File: src/rtl/viterbi_acs_unit.sv
// Add-compare-select stage for a rate-1/2, K=3 (4-state) Viterbi decoder.
// Updates four path metrics per trellis step and emits survivor decisions, best state and norm flag.
module viterbi_acs_unit #(
    parameter int unsigned PM_W    = 8,
    parameter int unsigned INIT_PM = 32
) (
    input  logic              clk,
    input  logic              rst,
    input  logic              frame_start,
    input  logic              bm_valid,
    input  logic [15:0]       bm_bus,
    output logic              surv_valid,
    output logic [3:0]        surv_bits,
    output logic [1:0]        best_state,
    output logic              norm_event,
    output logic [4*PM_W-1:0] pm_out,
    output logic [15:0]       step_cnt
);

    localparam logic [PM_W-1:0] INIT_V = PM_W'(INIT_PM);

    logic [PM_W-1:0] r_pm [4];
    logic            r_surv_valid;
    logic [3:0]      r_surv_bits;
    logic [1:0]      r_best_state;
    logic            r_norm_event;
    logic [15:0]     r_step_cnt;

    logic [PM_W-1:0] w_base [4];
    logic [PM_W:0]   w_cand0 [4];
    logic [PM_W:0]   w_cand1 [4];
    logic [PM_W-1:0] w_new [4];
    logic [PM_W-1:0] w_post [4];
    logic [3:0]      w_sel;
    logic            w_norm;
    logic [1:0]      w_best;

    assign w_norm = w_new[0][PM_W-1] & w_new[1][PM_W-1] & w_new[2][PM_W-1] & w_new[3][PM_W-1];

    for (genvar g = 0; g < 4; g++) begin : g_state
        localparam int unsigned P0 = 2 * (g % 2);
        localparam logic [PM_W-1:0] INIT_G = (g == 0) ? {PM_W{1'b0}} : INIT_V;

        // A step coinciding with frame_start runs against the init metrics.
        assign w_base[g]  = frame_start ? INIT_G : r_pm[g];
        assign w_cand0[g] = {1'b0, w_base[P0]} + {{(PM_W - 1){1'b0}}, bm_bus[4*g +: 2]};
        assign w_cand1[g] = {1'b0, w_base[P0+1]} + {{(PM_W - 1){1'b0}}, bm_bus[4*g+2 +: 2]};
        assign w_sel[g]   = (w_cand1[g] < w_cand0[g]);
        assign w_new[g]   = w_sel[g] ? w_cand1[g][PM_W-1:0] : w_cand0[g][PM_W-1:0];
        assign w_post[g]  = w_norm ? {1'b0, w_new[g][PM_W-2:0]} : w_new[g];
        assign pm_out[PM_W*g +: PM_W] = r_pm[g];
    end

    // Strict compare keeps the lowest index on ties.
    always_comb begin
        w_best = 2'd0;
        for (int s = 1; s < 4; s++) begin
            if (w_post[s] < w_post[w_best]) begin
                w_best = 2'(s);
            end
        end
    end

    always_ff @(posedge clk or posedge rst) begin
        if (rst) begin
            r_pm[0]      <= '0;
            r_pm[1]      <= INIT_V;
            r_pm[2]      <= INIT_V;
            r_pm[3]      <= INIT_V;
            r_surv_valid <= 1'b0;
            r_surv_bits  <= 4'd0;
            r_best_state <= 2'd0;
            r_norm_event <= 1'b0;
            r_step_cnt   <= 16'd0;
        end else begin
            r_surv_valid <= bm_valid;
            r_norm_event <= bm_valid & w_norm;
            if (bm_valid) begin
                for (int s = 0; s < 4; s++) begin
                    r_pm[s] <= w_post[s];
                end
                r_surv_bits  <= w_sel;
                r_best_state <= w_best;
                r_step_cnt   <= frame_start ? 16'd1 : r_step_cnt + 16'd1;
            end else if (frame_start) begin
                r_pm[0]    <= '0;
                r_pm[1]    <= INIT_V;
                r_pm[2]    <= INIT_V;
                r_pm[3]    <= INIT_V;
                r_step_cnt <= 16'd0;
            end
        end
    end

    assign surv_valid = r_surv_valid;
    assign surv_bits  = r_surv_bits;
    assign best_state = r_best_state;
    assign norm_event = r_norm_event;
    assign step_cnt   = r_step_cnt;

endmodule

File: config.mk
export PLATFORM = sky130hd
export DESIGN_NAME = viterbi_acs_unit
export DESIGN_NICKNAME = d
export VERILOG_FILES = /design/src/rtl/viterbi_acs_unit.sv
export SDC_FILE = /design/constraint.sdc
export NUM_CORES = 1
export LEC_CHECK = 0
export CAP_MARGIN = 15
export CORE_MARGIN = 2
export CORE_UTILIZATION = 42
export CTS_CLUSTER_DIAMETER = 50
export DETAILED_ROUTE_END_ITERATION = 10
export GPL_ROUTABILITY_DRIVEN = 0
export PLACE_DENSITY = 0.69
export REMOVE_ABC_BUFFERS = 1
export SYNTH_ARGS = -nofsm -noshare
export SYNTH_HDL_FRONTEND = slang
export SYNTH_SLANG_ARGS = --single-unit
File: constraint.sdc
create_clock -name clk -period 7.9 [get_ports clk]
set_input_delay 1.58 -clock clk [delete_from_list [all_inputs] [get_ports clk]]
set_output_delay 1.58 -clock clk [all_outputs]
set_load 0.005 [all_outputs]
==> results.txt, run 1 <==
----------------------------------------------------
[Synthesis]
  Cell taking the most area after synthesis ... dfrtp_1
  Synthesized instance count ... between 700 and 800
  Share of synthesized area occupied by flip-flops and latches ... approximately 25%
  Post-Syn Area per Cell ... 8.09 µm²
  Async set-reset flop share out of synthesis ... between 90% and 100%
  Largest cells by area after synthesis ... dfrtp_1, ha_1, nor2_1
  Number of enable flip-flop cells after synthesis ... 0
  Most numerous cell types in the synthesized netlist ... nor2_1, ha_1, nand2_1
  FF+latch count, synth ... 56
  Most instantiated library cell after synthesis ... nor2_1
  Count of different cell masters after synthesis ... 62
  Synth top area share ... between 20% and 30%
  Mapped cell area ... 5730 µm²
  Dominant synthesized flop cell ... dfrtp_1
  Ys Warns ... 0

[Critical path]
  Slowest cell on the critical path ... o31ai_4
  Critical Path Max Stage Delay ... 0.37 ns
  Path type of the worst setup path ... input pin to flop
  Arrival time worst endpoint ... between 9 and 10 ns
  Most frequent CP cell ... nor2_2
  Crit path capture type ... flop
  Worst-path maximum fanout ... 5
  Data required time of the worst path ... ~8.1 ns
  Category of the worst setup path launch point ... input pin

[Global routing]
  GR Util All Layers ... 28.5%
  Global-route congestion overflow total ... 0
  Largest net degree at the start of global routing ... 57
  Number of global-route vias before repair ... roughly 6500
  First-pass GRT wire length ... 33.0 mm
  Initial antenna violation count ... 0

[Floorplanning]
  Die footprint ... around 15000 µm²
  Initial cell density of the core ... a little over two fifths
  Die width ... 121 µm
  Number of placement rows ... 42
  Core region area ... 13300 µm²
  Overall die height ... 121 µm
  Boundary Pins ... 76

[STA]
  Number of setup violations in the final report ... 2
  RSZ-0062 raised after global routing ... true
  Clock period minus worst slack ... a little under 9 ns
  Worst slew margin ... ~28%
  Final hold violation count ... 0
  WHS ... 0.503 ns
  FMAX ... ~110 MHz
  Period Utilization, post-route ... 113%
  Worst Max-Slew Pin Slew ... 1.07 ns
  Number of pins with negative max-slew slack in the final report ... 0
  Final critical-path setup slack ... -1.02 ns
  Setup clock skew after layout ... 0.0156 ns

[Route]
  Via-per-instance ratio ... just over 6
  1st-pass router iterations ... 6
  Via count ... 6912
  DR iter-0 viols ... 796
  Drt wl/cell ... ~21 µm
  Drt drc ... 0
  Final routed wirelength across all metal layers ... 23.8 mm
  Remaining number of nets flagged by the antenna check after routing ... 0

[CTS]
  Latest clock arrival within the worst-skew pair ... 0.31 ns
  Clock root buffer ... clkbuf_16
  CTS Sinks ... 56
  H-tree depth ... 2
  Largest buffer count on any clock path ... 2
  Worst-path clk slew ... 0.09 ns
  Cts bufs inserted ... 5
  Clock tree from TritonCTS ... done

[Finish]
  Antenna diode instance count ... 0
  Post-layout utilization of the core ... between 60% and 70%
  Post-route insts no fill ... about 1100
  Layout cell share with drive strength beyond 1 ... between 30% and 40%
  Growth of design area from synthesis to finish ... 58.5%
  Final net count ... 1052

[Power and ir drop]
  Power density over cell area ... 474 nW/µm²
  IR Drop Worst-Case VDD ... 0.483 mV
  Leak ... around 4.1 nW
  Power after layout ... 4.31 mW

[Place]
  Detailed placer's ending HPWL ... 14.7 mm
  Placed cells ... between 1000 and 1500
  Input/output buffers ... 75

[Min path]
  HP Class ... flop to flop

[Run]
  Number of max-cap violations ... 0

[Status]
  Failing checks ... negative setup slack
  Outcome ... complete, but fails checks

----------------------------------------------------
[metal layers]
layer | up-vias | share of wire (%) | track usage [%]
met5 | - | 0 | 0
met1 | 3276 | 38 | 35.8
met2 | 479 | 47 | 46.7
met3 | 145 | 8.8 | 5.42
li1 | 3012 | - | -
met4 | 0 | 6.6 | 14.1
[worst max-delay path, delay by kind of cell]
| family | cells | cell delay, ns |
|---|---|---|
| adder cells (fa/ha/maj) | 5 | 1.44 |
| AND/OR/NAND/NOR | 16 | 2.00 |
| buffers and inverters | 5 | 0.67 |
| multiplexers | 1 | 0.32 |
| XOR/XNOR | 2 | 0.29 |
| AO/OA/AOI/OAI | 13 | 2.78 |
[final cells by class]
cell class | count | area [µm²]
flip-flops and latches | 56 | 1410
repair buffers | 271 | 2280
inverters | 37 | 139
fillers | 917 | 4210
clock buffers | 6 | 129
clock inverters | 2 | 38.8
multi-input cells | 593 | 4870
well taps | 176 | 220
[cell families after synthesis]
logic type                 after synthesis  synth area share, %
adders and majority gates               73                 15.8
AOI/OAI and AO/OA                      163                 18.4
and+or+nand+nor                        268                 22.6
xor gates and xnor gates                52                 7.94
DFF                                     56                 24.5
buffers and inverters                   60                 4.08
muxes                                   37                 6.72
[per-stage QoR]
step,setup TNS (ns),instance area [µm²],worst slack (ns)
5_1_grt,-2.19,9090,-1.13
4_1_cts,-0.388,8660,-0.211
3_5_place_dp,-3.00,7730,-1.55
3_3_place_gp,-2.18,7730,-1.13
6_report,-1.95,9090,-1.02
2_1_floorplan,-1.32,5640,-0.691
[state kept, by name, summed over array words and instances (netlist names)]
name,count
norm_event,1
best_state,2
surv_valid,1
step_cnt,16
pm_out,32
surv_bits,4
[worst paths after layout]
check                                end           from  slack, ns  depth (start not counted)
setup / recovery           best_state[0]    frame_start      -1.02                         42
hold / removal             best_state[1]  best_state[1]       0.50                          1
setup reg to reg           best_state[0]     pm_out[25]      -0.14                         40
hold reg to reg            best_state[1]  best_state[1]       0.50                          1
max in group asynchronous     pm_out[30]            rst       5.60                          3
min in group asynchronous     pm_out[15]            rst       1.81                          3
[repair_timing]
| item | in CTS | in global routing |
|---|---|---|
| cloned | 0 | 1 |
| setup buffers | 33 | 13 |
| pin swaps | 58 | 57 |
| hold buffers | 0 | 0 |
| gates resized for setup | 137 | 60 |
| endpoints found under the setup margin | 2 | 2 |
[cells in the final DEF, fill, tap and decap left out, types with 7 or more instances in the layout]
cell type	count
mux2_2	10
clkdlybuf4s50_1	61
nand3_1	18
xnor2_1	20
o21ai_0	30
dlygate4sd2_1	7
a21oi_1	30
mux2i_1	16
nor2_1	62
inv_1	33
buf_4	185
ha_1	44
ha_2	12
buf_6	10
and3_1	12
a21oi_2	16
ha_4	12
xor2_1	23
dfrtp_1	53
nor2_2	10
o21ai_1	8
nor2b_1	14
o21a_1	9
a21o_1	19
nand2b_1	25
or3_1	8
nand4_1	10
nand2_1	62
nor3_1	7
[where the power goes]
group,switching [mW],internal (mW),total [mW]
Combinational,1.77,1.79,3.56
Clock,0.122,0.152,0.274
Sequential,0.114,0.359,0.473
(Power assumes the default switching activity.)
==> run 2: changes to the inputs <==
- CELL_PAD_IN_SITES_DETAIL_PLACEMENT: unset -> 1
- CELL_PAD_IN_SITES_GLOBAL_PLACEMENT: unset -> 1
- HOLD_SLACK_MARGIN: unset -> 0.02
- PLACE_DENSITY: 0.69 -> 0.86
==> results.txt, run 2 <==
----------------------------------------------------
[Synthesis]
  Synth Area in Adders ... between 15 and 20%
  Async set-reset flop share out of synthesis ... between 90% and 100%
  Dominant synthesized flop cell ... dfrtp_1
  Most instantiated library cell after synthesis ... nor2_1
  Number of enable flip-flop cells after synthesis ... 0
  Simple-gate portion of the synthesized area ... between 20% and 30%
  Largest family of logic cells by synthesized area ... simple AND/OR/NAND/NOR gates
  Mapped cell area ... ~5700 µm²
  Share of synthesized area occupied by flip-flops and latches ... roughly 25%
  Cell taking the most area after synthesis ... dfrtp_1
  Synthesized instance count ... 709
  Xor and xnor fraction of the mapped netlist area ... under 10%
  Most numerous cell types in the synthesized netlist ... nor2_1, ha_1, nand2_1
  Synth top area share ... 23.1%
  Post-Syn Area per Cell ... between 8 and 9 µm²
  Multiplexer share of the synthesized area ... between 6 and 7%
  Count of different cell masters after synthesis ... 62
  Largest cells by area after synthesis ... dfrtp_1, ha_1, nor2_1
  FF+latch count, synth ... 56
  Synth Area in Compound Gates ... roughly 18%
  Ys Warns ... 0

[Floorplanning]
  Number of placement rows ... 42
  Boundary Pins ... 76
  Initial cell density of the core ... between 40% and 50%
  Overall die height ... between 100 and 150 µm
  Die width ... approximately 120 µm

[CTS]
  Clock root buffer ... clkbuf_16
  CTS Sinks ... between 50 and 60
  Largest buffer count on any clock path ... 2
  Number of hold buffers added after cts ... 0
  Cts bufs inserted ... 5
  H-tree depth ... 2

[Status]
  Outcome ... stopped before the end
  Stage where the flow stopped ... 5_1_grt
  First Error ... [ERROR GRT-0232] Routing congestion too high. Check the congestion heatmap in the GUI.

[STA]
  Type of pin the worst path ends at ... register input
  GR repair worst EP ... best_state[0]$_DFFE_PP0P_/D

[Global routing]
  Largest net degree at the start of global routing ... 57
  Global-route congestion overflow total ... 309
  GR Util All Layers ... 88.0%

[Place]
  Placed standard-cell area ... a little under 8000 µm²
  Detailed placer's ending HPWL ... 19.4 mm
  Input/output buffers ... 75

----------------------------------------------------
## run 2: cell counts after synthesis
No cell type changed its count.
## run 2: per-layer routing
| metal | GRT overflow | GRT usage (%) |
|---|---|---|
| met1 | 3 | 85.8 |
| met2 | 161 | 101 |
| met3 | 4 | 76.4 |
| met4 | 141 | 95.2 |
| met5 | 0 | 37.9 |
## run 2: logic make-up after synthesis
| group | after synthesis |
|---|---|
| flops | 56 |
| xor+xnor | 52 |
| mux | 37 |
| compound gates | 163 |
| buf+inv | 60 |
| simple gates | 268 |
| fa+ha+maj | 73 |
## run 2: metrics by stage
stage                     setup WS, ns  std cells
after CTS                       -0.379       1164
after floorplan                 -0.691        686
after detailed placement         -1.80       1097
after global placement          -0.958       1097
## run 2: what timing repair did
| item | in CTS |
|---|---|
| setup buffers | 58 |
| gates cloned | 1 |
| pin swaps | 79 |
| endpoints found under the setup margin | 2 |
| resized for setup | 204 |
==> run 3: changes to the inputs <==
- CELL_PAD_IN_SITES_DETAIL_PLACEMENT: 1 -> unset
- CELL_PAD_IN_SITES_GLOBAL_PLACEMENT: 1 -> unset
- CORE_UTILIZATION: 42 -> 27
- CTS_CLUSTER_DIAMETER: 50 -> unset
- HOLD_SLACK_MARGIN: 0.02 -> unset
- PLACE_DENSITY: 0.86 -> unset
- PLACE_DENSITY_LB_ADDON: unset -> 0.15
==> results.txt, run 3 (synthesized netlist as in run 1, its figures left out) <==
----------------------------------------------------
[Route]
  Length of routed met3 wiring ... around 640 µm
  Via-per-instance ratio ... approximately 4.8
  Drt drc ... 0
  DRT met1 WL ... just over 10 mm
  Remaining number of nets flagged by the antenna check after routing ... 0
  Final routed wirelength across all metal layers ... 21.4 mm
  Max Used Layer ... met4
  DR iter-0 viols ... around 400
  Via count ... approximately 6200
  1st-pass router iterations ... 5
  Drt wl/cell ... between 15 and 20 µm
  Routed met2 length ... roughly 10 mm

[CTS]
  CTS Sinks ... 56
  Latest clock arrival within the worst-skew pair ... roughly 0.32 ns
  H-tree depth ... 2
  Cts bufs inserted ... 5
  Clock tree from TritonCTS ... done
  Largest buffer count on any clock path ... 2
  Clock root buffer ... clkbuf_16
  Worst-path clk slew ... approximately 0.09 ns
  Number of hold buffers added after cts ... 0

[Critical path]
  Critical Path Max Stage Delay ... 0.35 ns
  Path type of the worst setup path ... input pin to flop
  Worst-path maximum fanout ... 6
  Capture instance of the worst register-to-register path ... best_state[0]
  Crit path capture type ... flop
  Critical Path Stages ... 43
  Arrival time worst endpoint ... 8.56 ns
  Gate family responsible for the most delay along the worst path ... simple AND/OR/NAND/NOR gates
  CP Buf/Inv Count ... 9
  R2r setup slk ... 0.56 ns
  Origin of the worst setup path ... frame_start
  Startpoint of the most critical register-to-register path ... pm_out[0]
  Data required time of the worst path ... a little over 8 ns
  Category of the worst setup path launch point ... input pin
  Crit path to ... best_state[0]
  Reg2Reg Depth ... 42
  Slowest cell on the critical path ... or3_4

[Floorplanning]
  Overall die height ... approximately 150 µm
  Number of placement rows ... 53
  Boundary Pins ... 76
  Core region area ... between 20000 and 25000 µm²
  Die width ... between 100 and 150 µm
  Initial cell density of the core ... 27.4%
  Die footprint ... between 20000 and 25000 µm²

[STA]
  RSZ-0062 raised after global routing ... true
  Worst slew margin ... 43.4%
  Final critical-path setup slack ... -0.457 ns
  Number of setup violations in the final report ... 2
  Setup clock skew after layout ... ~0.014 ns
  Worst Max-Slew Pin Slew ... around 0.85 ns
  Clock period minus worst slack ... around 8.4 ns
  FMAX ... 120 MHz
  Final hold violation count ... 0
  Period Utilization, post-route ... 106%
  Number of pins with negative max-slew slack in the final report ... 0
  WHS ... about 0.51 ns

[Run]
  Number of max-cap violations ... 0

[Place]
  Setup slack after placement ... -1.57 ns
  Detailed placer's ending HPWL ... about 16 mm
  Input/output buffers ... 75

[Finish]
  Max FFs per register ... 32
  Layout cell share with drive strength beyond 1 ... around 42%
  Leading cell type in the layout, fill and taps excluded ... buf_4
  Commonest non-fill, non-tap cells in the layout ... buf_4, clkdlybuf4s50_1, nor2_1
  Antenna diode instance count ... 0
  Growth of design area from synthesis to finish ... 71.7%
  Final net count ... approximately 1100

[Power and ir drop]
  Power density over cell area ... 454 nW/µm²
  Power after layout ... around 4.5 mW
  IR Drop Worst-Case VDD ... approximately 0.32 mV
  Leak ... between 4 and 5 nW

[Global routing]
  Largest net degree at the start of global routing ... 57
  First-pass GRT wire length ... around 33 mm
  GR Util All Layers ... between 10% and 20%
  Initial antenna violation count ... 0
  Global-route congestion overflow total ... 0
  Number of global-route vias before repair ... between 6000 and 7000

[Status]
  Failing checks ... negative setup slack
  Outcome ... complete, but fails checks

[Min path]
  HP Class ... flop to flop

----------------------------------------------------
## run 3: worst min path at each step
stage | startpoint | to | cells after the start
final | best_state[1] | best_state[1] | 1
after global routing | best_state[1] | best_state[1] | 1
after detailed placement | best_state[1] | best_state[1] | 1
after global placement | surv_bits[1] | surv_bits[1] | 2
after CTS | best_state[1] | best_state[1] | 1
after floorplan | best_state[1] | best_state[1] | 1
## run 3: area by class of cell
cell class / instances / area (µm²)
Fill cell: 2096 / 11100
Clock buffer: 5 / 125
Sequential cell: 56 / 1410
Multi-Input combinational cell: 593 / 5080
Clock inverter: 3 / 46.3
Inverter: 37 / 139
Tap cell: 275 / 344
Timing Repair Buffer: 325 / 2710
## run 3: what timing repair did
action,4_1_cts,5_1_grt
pin swaps,62,63
buffers inserted,52,19
resized for setup,157,88
setup endpoints to repair,2,2
endpoints found under the hold margin,0,0
## run 3: stage by stage
stage / TNS (ns) / area [µm²] / cells / utilization [%]
after CTS: -0.560 / 9240 / 1278 / 44.1
after detailed placement: -3.09 / 8110 / 1219 / 38.7
final: -0.856 / 9840 / 1294 / 47.0
after global placement: -3.14 / 8110 / 1219 / 38.7
after global routing: -1.60 / 9840 / 1294 / 47.0
after floorplan: -1.32 / 5640 / 686 / -
## run 3: report_power, final
group          total, mW  internal, mW  switching [mW]  leakage, nW
Sequential         0.464         0.359           0.104        0.725
Clock              0.283         0.152           0.131       0.0804
Combinational       3.73          2.04            1.69         3.57
Total               4.47          2.55            1.92         4.38
## run 3: per-layer routing
| metal | track usage, % | vias to the layer above |
|---|---|---|
| met1 | 26.9 | 2991 |
| met2 | 32.0 | 96 |
| met4 | 3.58 | 0 |
| met5 | 0 | - |
| met3 | 2.32 | 14 |
| li1 | - | 3118 |
==> run 4: changes to the inputs <==
- ABC_CLOCK_PERIOD_IN_PS: unset -> 7900
- CTS_CLUSTER_DIAMETER: unset -> 50
==> results of run 4 <==
Same layout as run 3: the final DEF is identical, and so are final timing and power.
